## src/rtl/cfgtag_raw_rx_if.sv

```systemverilog
// Handshake bundle between gateway, receive buffer and local consumer.
// slave = buffer side, master = gateway/consumer side.
interface cfgtag_raw_rx_if #(
    parameter int width_p = 32
);
    logic               valid_i;
    logic [width_p-1:0] data_i;
    logic               credit_o;
    logic               valid_o;
    logic [width_p-1:0] data_o;
    logic               yumi_i;

    modport slave (
        input  valid_i, data_i, yumi_i,
        output credit_o, valid_o, data_o
    );

    modport master (
        output valid_i, data_i, yumi_i,
        input  credit_o, valid_o, data_o
    );
endinterface

```

## src/rtl/cfgtag_raw_rx.sv

```systemverilog
// Credit-based receive FIFO for the config-tag gateway raw side.
// One credit pulse per freed entry; overflow drops and sets a sticky flag.
module cfgtag_raw_rx #(
    parameter int els_p   = 4,
    parameter int width_p = 32
) (
    input  logic                       clk,
    input  logic                       reset,
    cfgtag_raw_rx_if.slave             bus,
    output logic [$clog2(els_p+1)-1:0] count_o,
    output logic                       overflow_o
);
    localparam int ptr_w = $clog2(els_p);
    localparam int cnt_w = $clog2(els_p+1);

    logic [width_p-1:0] mem [els_p];
    logic [ptr_w-1:0]   wptr;
    logic [ptr_w-1:0]   rptr;
    logic [cnt_w-1:0]   cnt;
    logic               credit_r;
    logic               ovf_r;

    logic empty;
    logic full;
    logic deq;
    logic enq;
    logic drop;

    assign empty = (cnt == '0);
    assign full  = (cnt == cnt_w'(els_p));
    assign deq   = bus.yumi_i & ~empty;
    // A full buffer still takes a word when the head leaves this cycle.
    assign enq   = bus.valid_i & (~full | deq);
    assign drop  = bus.valid_i & full & ~deq;

    always_ff @(posedge clk) begin
        if (reset) begin
            wptr     <= '0;
            rptr     <= '0;
            cnt      <= '0;
            credit_r <= 1'b0;
            ovf_r    <= 1'b0;
        end else begin
            if (enq)
                wptr <= wptr + 1'b1;
            if (deq)
                rptr <= rptr + 1'b1;
            cnt      <= cnt + cnt_w'(enq) - cnt_w'(deq);
            credit_r <= deq;
            if (drop)
                ovf_r <= 1'b1;
        end
    end

    always_ff @(posedge clk) begin
        if (enq & ~reset)
            mem[wptr] <= bus.data_i;
    end

    assign bus.valid_o  = ~empty;
    assign bus.data_o   = mem[rptr];
    assign bus.credit_o = credit_r;
    assign count_o      = cnt;
    assign overflow_o   = ovf_r;
endmodule
```

## src/flat_wrapper.sv

```systemverilog
// flat-port wrapper written by rule: the top's interface ports become plain ports
module cfgtag_raw_rx_flat 
#(
    parameter int els_p   = 4,
    parameter int width_p = 32
)
  (clk, reset, count_o, overflow_o, bus_valid_i, bus_data_i, bus_yumi_i, bus_credit_o, bus_valid_o, bus_data_o);
  cfgtag_raw_rx_if #(.width_p(width_p)) bus_i ();
  input  logic clk;
  input  logic reset;
  output logic [$clog2(els_p+1)-1:0] count_o;
  output logic overflow_o;
  input wire logic [$bits(bus_i.valid_i)-1:0] bus_valid_i;
  input wire logic [$bits(bus_i.data_i)-1:0] bus_data_i;
  input wire logic [$bits(bus_i.yumi_i)-1:0] bus_yumi_i;
  output wire logic [$bits(bus_i.credit_o)-1:0] bus_credit_o;
  output wire logic [$bits(bus_i.valid_o)-1:0] bus_valid_o;
  output wire logic [$bits(bus_i.data_o)-1:0] bus_data_o;
  assign bus_i.valid_i = bus_valid_i;
  assign bus_i.data_i = bus_data_i;
  assign bus_i.yumi_i = bus_yumi_i;
  assign bus_credit_o = bus_i.credit_o;
  assign bus_valid_o = bus_i.valid_o;
  assign bus_data_o = bus_i.data_o;
  cfgtag_raw_rx #(.els_p(els_p), .width_p(width_p)) u_core (.clk(clk), .reset(reset), .bus(bus_i), .count_o(count_o), .overflow_o(overflow_o));
endmodule
```

## config.mk

```make
export PLATFORM = sky130hd
export DESIGN_NAME = cfgtag_raw_rx_flat
export DESIGN_NICKNAME = d
export VERILOG_FILES = /design/src/rtl/cfgtag_raw_rx_if.sv /design/src/rtl/cfgtag_raw_rx.sv /design/src/flat_wrapper.sv
export SDC_FILE = /design/constraint.sdc
export NUM_CORES = 1
export LEC_CHECK = 0
export CAP_MARGIN = 0
export CORE_MARGIN = 4
export CORE_UTILIZATION = 40
export DETAILED_ROUTE_END_ITERATION = 6
export SYNTH_ARGS = -nofsm -noshare
export SYNTH_HDL_FRONTEND = slang
export SYNTH_SLANG_ARGS = --single-unit
```

## constraint.sdc

```tcl
create_clock -name clk -period 5.6 [get_ports clk]
set_input_delay 1.12 -clock clk [delete_from_list [all_inputs] [get_ports clk]]
set_output_delay 1.12 -clock clk [all_outputs]
set_load 0.005 [all_outputs]
```

; Word level (Yosys, flattened, before mapping)
; Memory sizes are Yosys's and may differ from the RTL's. A register that Yosys moved wholly into a read port is not among the register bits.
; Cells that the tools add are included.
[op_classes]
n_reduce_logical = 1
n_eq_ne = 1
add_sub_neg = 4
mux = 4
n_bitwise = 10
[op_table]
columns = cell, n
row1 = $and 1x1->1, 5
row2 = $add 2x1->2 const B, 2
row3 = $mux 2, 2
row4 = $not 1->1, 4
row5 = $add 3x1->3, 1
row6 = $eq 3x3->1 const B, 1
row7 = $logic_not 3->1, 1
row8 = $sub 3x1->3, 1
row9 = $mux 1, 2
row10 = $or 1x1->1, 1
[totals]
input_bits = 36
out_inout_bits = 38
word_cells = 26
n_memories = 1
regBits = 9
mem_bits_rw = 128
[mem_list]
columns = name, words, width, rd, rd_clocked_by_memory_dff, write_ports, line
row1 = u_core.mem, 4, 32, 1, 1, 1, cfgtag_raw_rx.sv:16  ; logic [width_p-1:0] mem [els_p];

; Longest topological paths before layout
[logic_depth]
ltp_word = 8
mapped_depth = 10
depth_no_buf = 10

; Worst setup path before layout
; OpenSTA, ideal clock, no wires.
[synth_path]
path_kind = input port to flip-flop
from = input reset
to = memory u_core.mem[1][0] (enable)
path_stages = 3
setup_ns = 0.468
t_required_ns = 5.132
path_slack_ns = 1.222
t_arrival_ns = 3.910
path_cell_list = clkbuf_1 clkbuf_1 nor3b_1
[synth_between]
elab_chain_cells = 4
[synth_lines]
columns = element, line
row1 = start: declaration, flat_wrapper.sv:10  ; input logic reset;
row2 = $not 1->1, cfgtag_raw_rx.sv:56  ; if (enq & ~reset)
row3 = $and 1x1->1, cfgtag_raw_rx.sv:56
row4 = $mux 1, cfgtag_raw_rx.sv:56
row5 = $mux 1 (not written as such), cfgtag_raw_rx.sv:57  ; mem[wptr] <= bus.data_i;
row6 = end: declaration, cfgtag_raw_rx.sv:16
; Every way passes these cells.

==> results.cfg <==
[yosys]
ys.flop_type = edfxtp_1
synthAdderAreaFrac = 0.0184
yosysSeqAreaShare = 0.787
synth_top_family_by_area = multiplexers
synth_compound_area_frac = 0.00412
synth-async-reset-ratio = 0
synth_nets = 267
synth_edf_count = 128
synthTopCellsByCount = 128 x edfxtp_1, 32 x mux4_2, 11 x dfxtp_1
synth.distinct_cells = 26
avgSynthCellArea_um2 = 23.0
synthCells = 224
syn_area_um2 = 5160
yosysWarnings = 0
ys_seq_elements = 139
synth_mux_area_frac = 0.144
synth_top_area_share = 0.745
yosys.area.top_type = edfxtp_1
synth_most_common_cell = edfxtp_1
synth_xor_area_frac = 0.00509
synth_area_leaders = edfxtp_1 74%, mux4_2 14%, dfxtp_1 4.3%, ha_1 1.5%, nor2_1 0.73%
synth-simple-area-share = 0.0259

[finish]
n_antenna_cell = 0
syn_to_final_growth_pct = 30.4
final_cell_count_no_fill = 500
utilization = 0.533
nets = 359
drive_gt1_frac = 0.241

[hold_path]
min_to = u_core.overflow_o
min_from = u_core.overflow_o
min_path_cells = 2
hp-class = register to register

[placed_design]
io_buffers = 73
gp_congestion = 0.664
pre_cts_ws_ps = 2100
hpwl_um = 5460
placed_cells = 469

[floorplanning]
rows = 41
die_area_um2 = 14800
pin_count = 74
start_util = 0.409
die_width_um = 122
coreArea_um2 = 12600
chipHeight_um = 122

[clock_tree]
clock_latency_ps = 410
post_cts_resized = 0
clk_transition_reported_paths_ps = 60
post_cts_buffers = 0
cts_tree = yes
clock_path_buffers = 2
h-tree-depth = 4
numCtsBuffers = 17
cts_sinks = 139
hold_buffers = 0
root_buffer = clkbuf_16

[setup_path]
crit_type = register to primary output
critPathSlowestCell = dfxtp_2
critPathMaxFanout = 24
path_cells = buf_4, mux4_2, clkdlybuf4s50_1
critPathTopFamily = flip-flops
r2r-start = u_core.count_o[1]
cp-start-kind = register
worstPathArrival_ps = 2730
rr_worst_depth = 10
cp.required_ps = 4480
critPathBufInv = 2
r2r_end = u_core.count_o[2]
endpoint_kind = primary output
cp_slowest_stage_delay_ps = 930
r2r_slack_ps = 3230

[grt]
use_met1 = 0.169
overflow = 0
grt_use_total = 0.134
use_met2 = 0.211
grt_pass1_wl_um = 14400
grt_max_degree = 33
grt_pass1_vias = 2691
grt_busiest_layer = met2
antenna_found_initial = 0
grtUsageMet3 = 0.0548

[power_and_ir_drop]
powerDensity_nw_per_um2 = 433
ir_drop_v = 0.000205
leakage_nw = 2.20

[sta]
finalHoldViolCount = 0
slew-limit-headroom = 0.391
finalSetupViolCount = 0
tns_ps = 0
min_period_ps = 3850
fin_ws_ps = 1750
fmaxAchievable_ghz = 0.260
tightest_slew_ps = 914
rsz0062_at_grt = no
clock-skew-final_ps = 11.3
fin_crit_sh = 0.688
report.final.slew_viol_count = 0

[drt]
wl_um = 8940
drcViolationCount = 0
antenna_left = 0
first_iter_violations = 129
via_count = 2438
vias_per_cell = 4.88
first_pass_iters = 5
avgRoutedWirePerCell_um = 17.9

[job]
cap_viol_max_count = 0

[outcome]
outcome = finished, final reports clean
-- power breakdown --
part,internal [mW],switching [mW],total (mW)
combinational,0.364,0.177,0.541
sequential,1.20,0.0874,1.29
clock,0.690,0.393,1.08
total,2.25,0.658,2.91
-- sequential cells by signal (all words and copies together), names as in the netlist, named ones only --
register and flops:
u_core.overflow_o 1, u_core.wptr 2, u_core.count_o 3, u_core.mem 128, u_core.bus.credit_o 1, u_core.rptr 2
-- kinds of logic after synthesis --
| family | Yosys count |
|---|---|
| compound gates | 3 |
| flops | 139 |
| xor+xnor | 3 |
| buf+inv | 16 |
| simple gates | 22 |
| mux | 34 |
| fa+ha+maj | 7 |
-- placed cells by master (no fill, tap or decap) --
cell and n:
or3_2 1, nor4b_2 1, inv_1 6, clkdlybuf4s50_1 73, o31ai_1 1, mux2i_1 1, dfxtp_2 2, nor3b_2 4
fa_1 1, a21oi_1 1, dfxtp_1 9, clkinv_4 2, nor3_1 1, mux2_4 1, edfxtp_1 128, mux4_2 32
nand2b_4 1, inv_6 1, o311ai_1 1, and2_1 1, inv_4 1, nor2b_1 1, ha_1 6, clkinv_1 4
nor2_1 10, nand2b_1 2, clkinv_2 3, xor2_1 3, bufinv_16 3, clkbuf_16 17, buf_4 9, clkinvlp_4 1
-- worst min-delay path, cell delays in order, from the launching register on --
cell and delay (ps):
dfxtp_1 320, a21oi_1 40, nor2_1 70
-- how the worst max path moves through the flow --
stage,from,end,slack [ps],depth (start not counted)
final,register,bus_data_o[1],1750,3
after CTS,register,bus_data_o[3],1650,3
after detailed placement,register,bus_data_o[1],2100,3
after floorplan,reset,u_core.mem[1][0],1220,3
after global routing,register,bus_data_o[1],1510,3
after global placement,register,bus_data_o[3],2100,3
-- through the flow --
stage | instance area, um^2 | total power [mW] | hold WS (ps)
2_1_floorplan | 5160 | 1.57 | 460
3_3_place_gp | 6150 | 1.86 | 454
3_5_place_dp | 6150 | 1.87 | 461
4_1_cts | 6730 | 2.96 | 486
5_1_grt | 6730 | 3.06 | 535
6_report | 6730 | 2.91 | 477
-- layout make-up --
class	count	area [um^2]
inverter	7	28.8
multi-input combinational	69	1040
clock inverter	14	154
clock buffer	17	425
sequential	139	4070
tap	172	215
timing repair buffer	82	798
fill	1023	5890
-- metal layers --
layer	wire (um)	up-vias
met5	0	-
met4	107	0
met3	460	13
met2	4390	62
met1	3980	1253
li1	-	1110
(Power assumes the default switching activity.)
